--- config.mk ---
export PLATFORM = sky130hd
export DESIGN_NAME = hazard_stall_controller
export DESIGN_NICKNAME = d
export VERILOG_FILES = /design/src/rtl/hazard_stall_controller_pkg.sv /design/src/rtl/hazard_stall_controller_hazard_detect.sv /design/src/rtl/hazard_stall_controller.sv
export SDC_FILE = /design/constraint.sdc
export NUM_CORES = 1
export LEC_CHECK = 0
export ABC_AREA = 1
export CAP_MARGIN = 20
export CORE_MARGIN = 1.5
export CORE_UTILIZATION = 30
export CTS_BUF_LIST = sky130_fd_sc_hd__clkbuf_16
export DETAILED_ROUTE_END_ITERATION = 8
export SETUP_SLACK_MARGIN = 0.2
export SKIP_CTS_REPAIR_TIMING = 1
export SYNTH_ARGS = -nofsm -noshare
export SYNTH_HDL_FRONTEND = slang
export SYNTH_SLANG_ARGS = --single-unit
--- constraint.sdc ---
create_clock -name i_clk -period 2.4 [get_ports i_clk]
set_input_delay 0.72 -clock i_clk [delete_from_list [all_inputs] [get_ports i_clk]]
set_output_delay 0.72 -clock i_clk [all_outputs]
set_load 0.1 [all_outputs]
--- src/rtl/hazard_stall_controller_pkg.sv ---
// hazard_stall_controller_pkg: shared FSM encoding and width defaults for the stall controller.
//   REG_ADDR_W_DEF : default register address width
//   CNT_W_DEF      : default stall counter width
//   S_*            : debug FSM state encodings
package hazard_stall_controller_pkg;

    localparam int REG_ADDR_W_DEF = 5;
    localparam int CNT_W_DEF      = 16;

    localparam logic [1:0] S_IDLE   = 2'b00;
    localparam logic [1:0] S_RUN    = 2'b01;
    localparam logic [1:0] S_STEP   = 2'b10;
    localparam logic [1:0] S_HALTED = 2'b11;

endpackage

--- src/rtl/hazard_stall_controller_hazard_detect.sv ---
// hazard_detect: combinational load-use / branch-operand hazard detection and control-flush request.
//   rs_d, rt_d          : source registers of the instruction in ID
//   write_reg_e         : destination register in EX
//   reg_write_e         : EX instruction writes a register
//   mem_to_reg_e        : EX instruction is a load
//   write_reg_m         : destination register in MEM
//   mem_to_reg_m        : MEM instruction is a load
//   branch_d, branch_taken_d, jump_d : control-flow info for the instruction in ID
//   stall               : hazard that forwarding cannot resolve
//   flush               : IF/ID must be cleared (taken branch or jump, no stall)
module hazard_detect
    import hazard_stall_controller_pkg::*;
#(
    parameter int REG_ADDR_W = REG_ADDR_W_DEF
) (
    input  logic [REG_ADDR_W-1:0] rs_d,
    input  logic [REG_ADDR_W-1:0] rt_d,
    input  logic [REG_ADDR_W-1:0] write_reg_e,
    input  logic                  reg_write_e,
    input  logic                  mem_to_reg_e,
    input  logic [REG_ADDR_W-1:0] write_reg_m,
    input  logic                  mem_to_reg_m,
    input  logic                  branch_d,
    input  logic                  branch_taken_d,
    input  logic                  jump_d,
    output logic                  stall,
    output logic                  flush
);

    logic hit_e;
    logic hit_m;
    logic lw_stall;
    logic br_stall;

    // Register 0 is hard-wired, so a write to it never creates a dependency.
    assign hit_e = (write_reg_e != '0) & ((write_reg_e == rs_d) | (write_reg_e == rt_d));
    assign hit_m = (write_reg_m != '0) & ((write_reg_m == rs_d) | (write_reg_m == rt_d));

    assign lw_stall = mem_to_reg_e & hit_e;
    // The branch comparator sits in ID: an ALU result still in EX or load data still in MEM is too late.
    assign br_stall = branch_d & ((reg_write_e & hit_e) | (mem_to_reg_m & hit_m));

    assign stall = lw_stall | br_stall;
    // A stalled branch is re-evaluated next cycle, so it must not flush yet.
    assign flush = (jump_d | (branch_d & branch_taken_d)) & ~stall;

endmodule

--- src/rtl/hazard_stall_controller.sv ---
// hazard_stall_controller: pipeline stall/flush sequencing with a run/step/halt debug FSM and stall counter.
//   i_clk, i_rst_n        : clock, synchronous active-low reset
//   i_instr_rs_D/rt_D     : ID source registers
//   i_write_reg_E, i_reg_write_E, i_mem_to_reg_E : EX destination info
//   i_write_reg_M, i_mem_to_reg_M                : MEM destination info
//   i_branch_D, i_branch_taken_D, i_jump_D       : ID control flow
//   i_halt_W              : halt instruction retiring in WB
//   i_run, i_step         : debug free-run level and single-step pulse
//   o_stage_en            : global enable for PC and pipeline registers
//   o_stall_F/o_stall_D   : hold PC / IF-ID
//   o_flush_D/o_flush_E   : clear IF-ID / ID-EX
//   o_halted              : FSM is in HALTED
//   o_stall_count         : saturating count of executed hazard stall cycles
module hazard_stall_controller
    import hazard_stall_controller_pkg::*;
#(
    parameter int REG_ADDR_W = REG_ADDR_W_DEF,
    parameter int CNT_W      = CNT_W_DEF
) (
    input  logic                  i_clk,
    input  logic                  i_rst_n,
    input  logic [REG_ADDR_W-1:0] i_instr_rs_D,
    input  logic [REG_ADDR_W-1:0] i_instr_rt_D,
    input  logic [REG_ADDR_W-1:0] i_write_reg_E,
    input  logic                  i_reg_write_E,
    input  logic                  i_mem_to_reg_E,
    input  logic [REG_ADDR_W-1:0] i_write_reg_M,
    input  logic                  i_mem_to_reg_M,
    input  logic                  i_branch_D,
    input  logic                  i_branch_taken_D,
    input  logic                  i_jump_D,
    input  logic                  i_halt_W,
    input  logic                  i_run,
    input  logic                  i_step,
    output logic                  o_stage_en,
    output logic                  o_stall_F,
    output logic                  o_stall_D,
    output logic                  o_flush_D,
    output logic                  o_flush_E,
    output logic                  o_halted,
    output logic [CNT_W-1:0]      o_stall_count
);

    logic [1:0]       state;
    logic [1:0]       state_nxt;
    logic             hz_stall;
    logic             hz_flush;
    logic             stall_act;
    logic [CNT_W-1:0] count;

    hazard_detect #(.REG_ADDR_W(REG_ADDR_W)) u_hazard_detect (
        .rs_d           (i_instr_rs_D),
        .rt_d           (i_instr_rt_D),
        .write_reg_e    (i_write_reg_E),
        .reg_write_e    (i_reg_write_E),
        .mem_to_reg_e   (i_mem_to_reg_E),
        .write_reg_m    (i_write_reg_M),
        .mem_to_reg_m   (i_mem_to_reg_M),
        .branch_d       (i_branch_D),
        .branch_taken_d (i_branch_taken_D),
        .jump_d         (i_jump_D),
        .stall          (hz_stall),
        .flush          (hz_flush)
    );

    always_comb begin
        state_nxt = state;
        case (state)
            S_IDLE:  state_nxt = i_run ? S_RUN : (i_step ? S_STEP : S_IDLE);
            S_RUN:   state_nxt = i_halt_W ? S_HALTED : (i_run ? S_RUN : S_IDLE);
            // Always drop back through IDLE so a held step gives one enabled cycle per two clocks.
            S_STEP:  state_nxt = i_halt_W ? S_HALTED : S_IDLE;
            default: state_nxt = S_HALTED;
        endcase
    end

    assign o_stage_en = (state == S_RUN) | (state == S_STEP);
    assign o_halted   = (state == S_HALTED);
    assign stall_act  = o_stage_en & hz_stall;
    assign o_stall_F  = stall_act;
    assign o_stall_D  = stall_act;
    assign o_flush_E  = stall_act;
    assign o_flush_D  = o_stage_en & hz_flush;

    always_ff @(posedge i_clk) begin
        if (!i_rst_n) begin
            state <= S_IDLE;
            count <= '0;
        end else begin
            state <= state_nxt;
            if (stall_act && count != '1)
                count <= count + 1'b1;
        end
    end

    assign o_stall_count = count;

endmodule

Word level (Yosys, flattened, before mapping):

Cells that the tools add are included.

* register bits: 18
* input bits: 31
* word-level logic and storage cells: 38
* output and inout port bits: 22

* bitwise operators: 17
* reductions and logical operators: 4
* add/subtract/negate cells: 1
* equality and inequality tests: 8
* muxes and demuxes: 6

Operators by type and width (number)
* 5-bit == test: 4
* 16-bit by 1-bit adder with 16-bit output (second input constant): 1
* 16-bit != test (second input constant): 1
* 1-bit AND: 10
* 5-bit nonzero test: 2
* 2-bit two-way mux: 4
* 1-bit bitwise OR: 6
* 2-bit case mux with 3 select lines: 1
* 2-bit == test (second input constant): 2
* 2-bit by 1-bit == test with 1-bit output (second input constant): 1
* 2-bit zero test: 1
* 1-bit logical AND: 1
* 1-bit two-way mux: 1
* 1-bit NOT: 1

Depth between registers and ports, before layout:

* word-level depth: 10
* depth in mapped cells: 13

Modules after synthesis:

Synthesis repeated with hierarchy kept, for this count alone.

* cells, all modules: 271
* area, all modules: 1535.2 sq um

Modules (own cells, without submodules)
* hazard_stall_controller: cells each 174, area an instance 1124.8 sq um, instances 1
* hazard_detect: cells each 97, area an instance 410.4 sq um, instances 1

Worst setup path after synthesis:

Ideal clock, no wire load.

* path type: flip-flop to output port
* start point: register state[0]
* end point: output port o_flush_D
* setup slack: -2433 ps
* data arrival time: 4113 ps
* cell stages (with the launch flop): 6
* cells stage by stage: dfxtp_1 > inv_1 > ha_1 > clkbuf_1 > buf_1 > nor3b_1

* word-level cells in the longest chain between the ends: 3

Ends and longest elaborated chain
* start: declaration: line hazard_stall_controller.sv:44 `logic [1:0] state;`
* start signal: assignment: line hazard_stall_controller.sv:90 `state <= state_nxt;`
* 2-bit by 1-bit == test with 1-bit output / 2-bit == test (equally long branches): line hazard_stall_controller.sv:77 `assign o_stage_en = (state == S_RUN) | (state == S_STEP);`
* 1-bit bitwise OR *: line hazard_stall_controller.sv:77
* via o_stage_en: line hazard_stall_controller.sv:35 `output logic o_stage_en,`
* 1-bit AND *: line hazard_stall_controller.sv:83 `assign o_flush_D = o_stage_en & hz_flush;`
* end: declaration: line hazard_stall_controller.sv:38 `output logic o_flush_D,`

Mark *: on every way through the listed nets, which the timed path passes. The rest lies on a longest branch.

Worst setup path in the final report:

* start point: input port i_write_reg_E[2]
* end point: output port o_flush_E

* word-level cells in the longest chain between the ends: 8

Ends and longest elaborated chain
* start: declaration: line hazard_stall_controller.sv:24 `input logic [REG_ADDR_W-1:0] i_write_reg_E,`
* 5-bit == test: line hazard_stall_controller_hazard_detect.sv:36 `assign hit_e = (write_reg_e != '0) & ((write_reg_e == rs_d) | (write_reg_e == rt_d));`
* 1-bit bitwise OR: line hazard_stall_controller_hazard_detect.sv:36
* 1-bit AND *: line hazard_stall_controller_hazard_detect.sv:36
* 1-bit AND: line hazard_stall_controller_hazard_detect.sv:41 `assign br_stall = branch_d & ((reg_write_e & hit_e) | (mem_to_reg_m & hit_m));`
* 1-bit bitwise OR: line hazard_stall_controller_hazard_detect.sv:41
* 1-bit AND: line hazard_stall_controller_hazard_detect.sv:41
* 1-bit bitwise OR *: line hazard_stall_controller_hazard_detect.sv:43 `assign stall = lw_stall | br_stall;`
* 1-bit AND *: line hazard_stall_controller.sv:79 `assign stall_act = o_stage_en & hz_stall;`
* end: declaration: line hazard_stall_controller.sv:39 `output logic o_flush_E,`

Every way passes the cells marked *; elsewhere a longest branch is shown, timed or not.

==> key figures <==
Clock tree
  • TritonCTS clock tree: built
  • Clock sink total: 18
  • Root buffer cell: clkbuf_16
  • Clk_lat worst skew: approximately 0.26 ns
  • Worst-path clk slew: 0.06 ns
  • H-tree Lvls: 1
  • TritonCTS buffer count: 3
  • Clk buf depth: 2

Worst setup path
  • Peak fanout along the critical path: 3
  • Crit path DAT: approximately 1.8 ns
  • CP required: 1.68 ns
  • CP startpoint kind: input pin
  • CP max stage delay: between 0.15 and 0.2 ns
  • Worst setup path category: in -> out
  • Worst Reg2Reg Path Length in Cells: 10
  • Slowest-stage cell, CP: buf_12
  • Worst R2R End: o_stall_count[15]
  • Most used cell, CP: nand2_1
  • Worst setup EP type: output port
  • Crit-path cells: clkbuf_2 > inv_2 > nand2_1 > nand2_1 > nor2_1 > nand3_1 > nand2_1 > nand2_2 > nand2_4 > nand2_4 > clkinvlp_4 > buf_12
  • Reg2Reg Setup Slack: 0.74 ns
  • RR Startpoint: o_stall_count[1]

Layout
  • # diodes: 0
  • Fin nets: 384
  • Post-layout util: 0.461
  • Fill cells: 576
  • Register area: 363 um2
  • Non-filler instance count after layout: about 420
  • Area of the multi-input gates: between 0.001 and 0.0015 mm2
  • Area delta synth->final: 47.1%
  • Share of layout cells above drive strength 1: 0.248

Placement
  • Post-Place Cells: a little over 400
  • Placement Setup Slack: -0.587 ns
  • Final weighted congestion in routability-driven placement: 0.894
  • Half-perimeter wire length after placement: 3.23 mm
  • Port buffer count: 52

Route
  • 1st-iter DRT viols: 80
  • Routed WL per cell: 10.1 um
  • Routed Antenna Nets: 0
  • Post-Route WL: 4.23 mm
  • DRT Pass-1 Iters: 4
  • DRC: 0
  • Vias per cell: 4.48
  • Vias: 1868

Global route
  • Total grt overflow: 0
  • Total Routing Usage GR: 0.151
  • Vias in the first global route: roughly 1700
  • Largest net degree at the start of global routing: 26
  • Global-route wire length before repair: 7.27 mm
  • Initial antenna violation count: 0

Floorplanning
  • Core area: 0.00514 mm2
  • FP Rows: 26
  • Die Height: 76.2 um
  • Die X-Extent: 76.2 um
  • Die area: 0.00581 mm2
  • Initial core utilization: 0.313
  • IO Pins: 53

Logic synthesis
  • Sequential-to-total area share from yosys stat: 0.224
  • Flops & latches, synth: 18
  • Avg Cell Area, Syn: 5.53 um2
  • Cell count after synthesis: 291
  • Yosys Warn Count: 0
  • Post-synth top area cell: dfxtp_1
  • Top post-synthesis cells by area: dfxtp_1 (22%), nand2_1 (22%), inv_1 (12%)
  • Mapped cell area: between 0.0015 and 0.002 mm2
  • Post-Syn Nets: 327
  • Synth unique cells: 26
  • Post-synth top area share: 0.224

Pwr
  • Peak supply drop: 308 uV
  • Leak: around 1.3 nW
  • Pwr per Cell Area: roughly 430 mW/mm2

STA
  • Final hold violations: 0
  • Hold WS: 0.533 ns
  • Setup_tns: -0.422 ns
  • FMAX: 0.399 GHz
  • Final Setup Violations: 4
  • Max Slew Vio Count: 0
  • RSZ-0062 raised after global routing: true
  • Fin worst setup slack: -0.109 ns
  • Clock skew: 0.00382 ns
  • Slew margin rel.: 0.706
  • Minimum clock period after layout: 2.51 ns
  • Worst Tran Pin Value: 0.441 ns
  • Tcrit/Tclk final: 1.05

Hold path
  • Tightest Hold Check Type: reg -> reg
  • Hold Path Cell Cnt: 4
  • Hold_sp: o_stall_count[1]
  • Min-Delay Endpoint: o_stall_count[1]

Job
  • Max-cap violations: 0

Status
  • Outcome: complete, but fails checks
  • Failing checks: setup timing
-- how the worst max path moves through the flow --
stage	start	endpoint	slack [ns]	cells past startpoint
after floorplan	i_write_reg_M[3]	o_stall_D	-0.54	10
after CTS	i_write_reg_E[3]	o_flush_E	-0.59	12
final	i_write_reg_E[2]	o_flush_E	-0.11	12
after global placement	i_write_reg_M[3]	o_stall_D	-0.59	10
after global routing	i_write_reg_M[3]	o_stall_F	-0.22	10
after detailed placement	i_write_reg_E[3]	o_flush_E	-0.59	12
-- report_power, final --
| group | switching [mW] | total, mW | internal [mW] |
|---|---|---|---|
| Clock | 0.127 | 0.349 | 0.222 |
| Combinational | 0.225 | 0.366 | 0.141 |
| Sequential | 0.00572 | 0.311 | 0.306 |
| Total | 0.358 | 1.03 | 0.669 |
-- Yosys cell counts --
master and count:
nand2_1 93, inv_1 51, nor2_1 41, nand3_1 29
dfxtp_1 18, nand4_1 12, inv_2 8, nor3_1 6
ha_1 5, xnor2_1 5, buf_4 3, a21oi_1 2
a31oi_1 2, clkbuf_1 2, nor2_2 2, o21ai_0 2
buf_1 1, buf_2 1, buf_6 1, nand2_2 1
nand2_4 1, nand3_2 1, nand4_4 1, nor3b_1 1
o21bai_1 1, xor2_1 1
-- metrics by stage --
step                power, mW  cell area, um2
floorplan               0.552            1690
global placement        0.682            2280
detailed placement      0.682            2280
CTS                      1.03            2360
global route             1.07            2370
finish                   1.03            2370
-- area by class of cell --
cell class	instances	share of cell area
Multi-Input combinational cell	206	0.446
Timing Repair Buffer	60	0.235
Sequential cell	18	0.153
Inverter	59	0.0951
Tap cell	70	0.0370
Clock buffer	3	0.0317
Clock inverter	1	0.00159
-- cell usage in the layout, fill, tap and decap left out, types with 2 or more instances in the layout --
master / synthesis / final
buf_6: 1 / 5
nand3_1: 29 / 27
dlymetal6s2s_1: 0 / 4
nor3_1: 6 / 5
buf_4: 3 / 26
nor2_4: 0 / 2
nand2_1: 93 / 90
clkdlybuf4s50_1: 0 / 6
inv_2: 8 / 12
o21ai_0: 2 / 2
buf_12: 0 / 6
ha_1: 5 / 4
dfxtp_2: 0 / 2
dfxtp_1: 18 / 16
nand2_2: 1 / 3
nand3_2: 1 / 3
nand4_1: 12 / 12
nor2_2: 2 / 3
inv_1: 51 / 46
nor2_1: 41 / 38
clkbuf_2: 0 / 12
a31oi_1: 2 / 2
clkbuf_16: 0 / 3
nand2_4: 1 / 2
xnor2_1: 5 / 5
-- critical path: cells and delay by family --
family,cells,cell delay [ns]
AND/OR/NAND/NOR,8,0.60
buffers and inverters,4,0.48
-- cells by family after synthesis --
| logic type | after synthesis | synth area share |
|---|---|---|
| adder cells (fa/ha/maj) | 5 | 0.0389 |
| AO/OA/AOI/OAI | 7 | 0.0249 |
| XOR/XNOR | 6 | 0.0327 |
| flip-flops | 18 | 0.224 |
| buffers and inverters | 67 | 0.169 |
| AND/OR/NAND/NOR | 188 | 0.511 |
-- state kept, by name, summed over array words and instances (netlist names) --
signal	flops
o_stall_count	16
state	2
-- layer usage --
metal / global-route usage / wire length [um] / vias up
li1: - / - / 997
met1: 0.192 / 2090 / 827
met2: 0.246 / 1860 / 40
met3: 0.0371 / 214 / 4
met4: 0.0556 / 61 / 0
met5: 0 / 0 / -
Power figures use the tool's default switching activity.
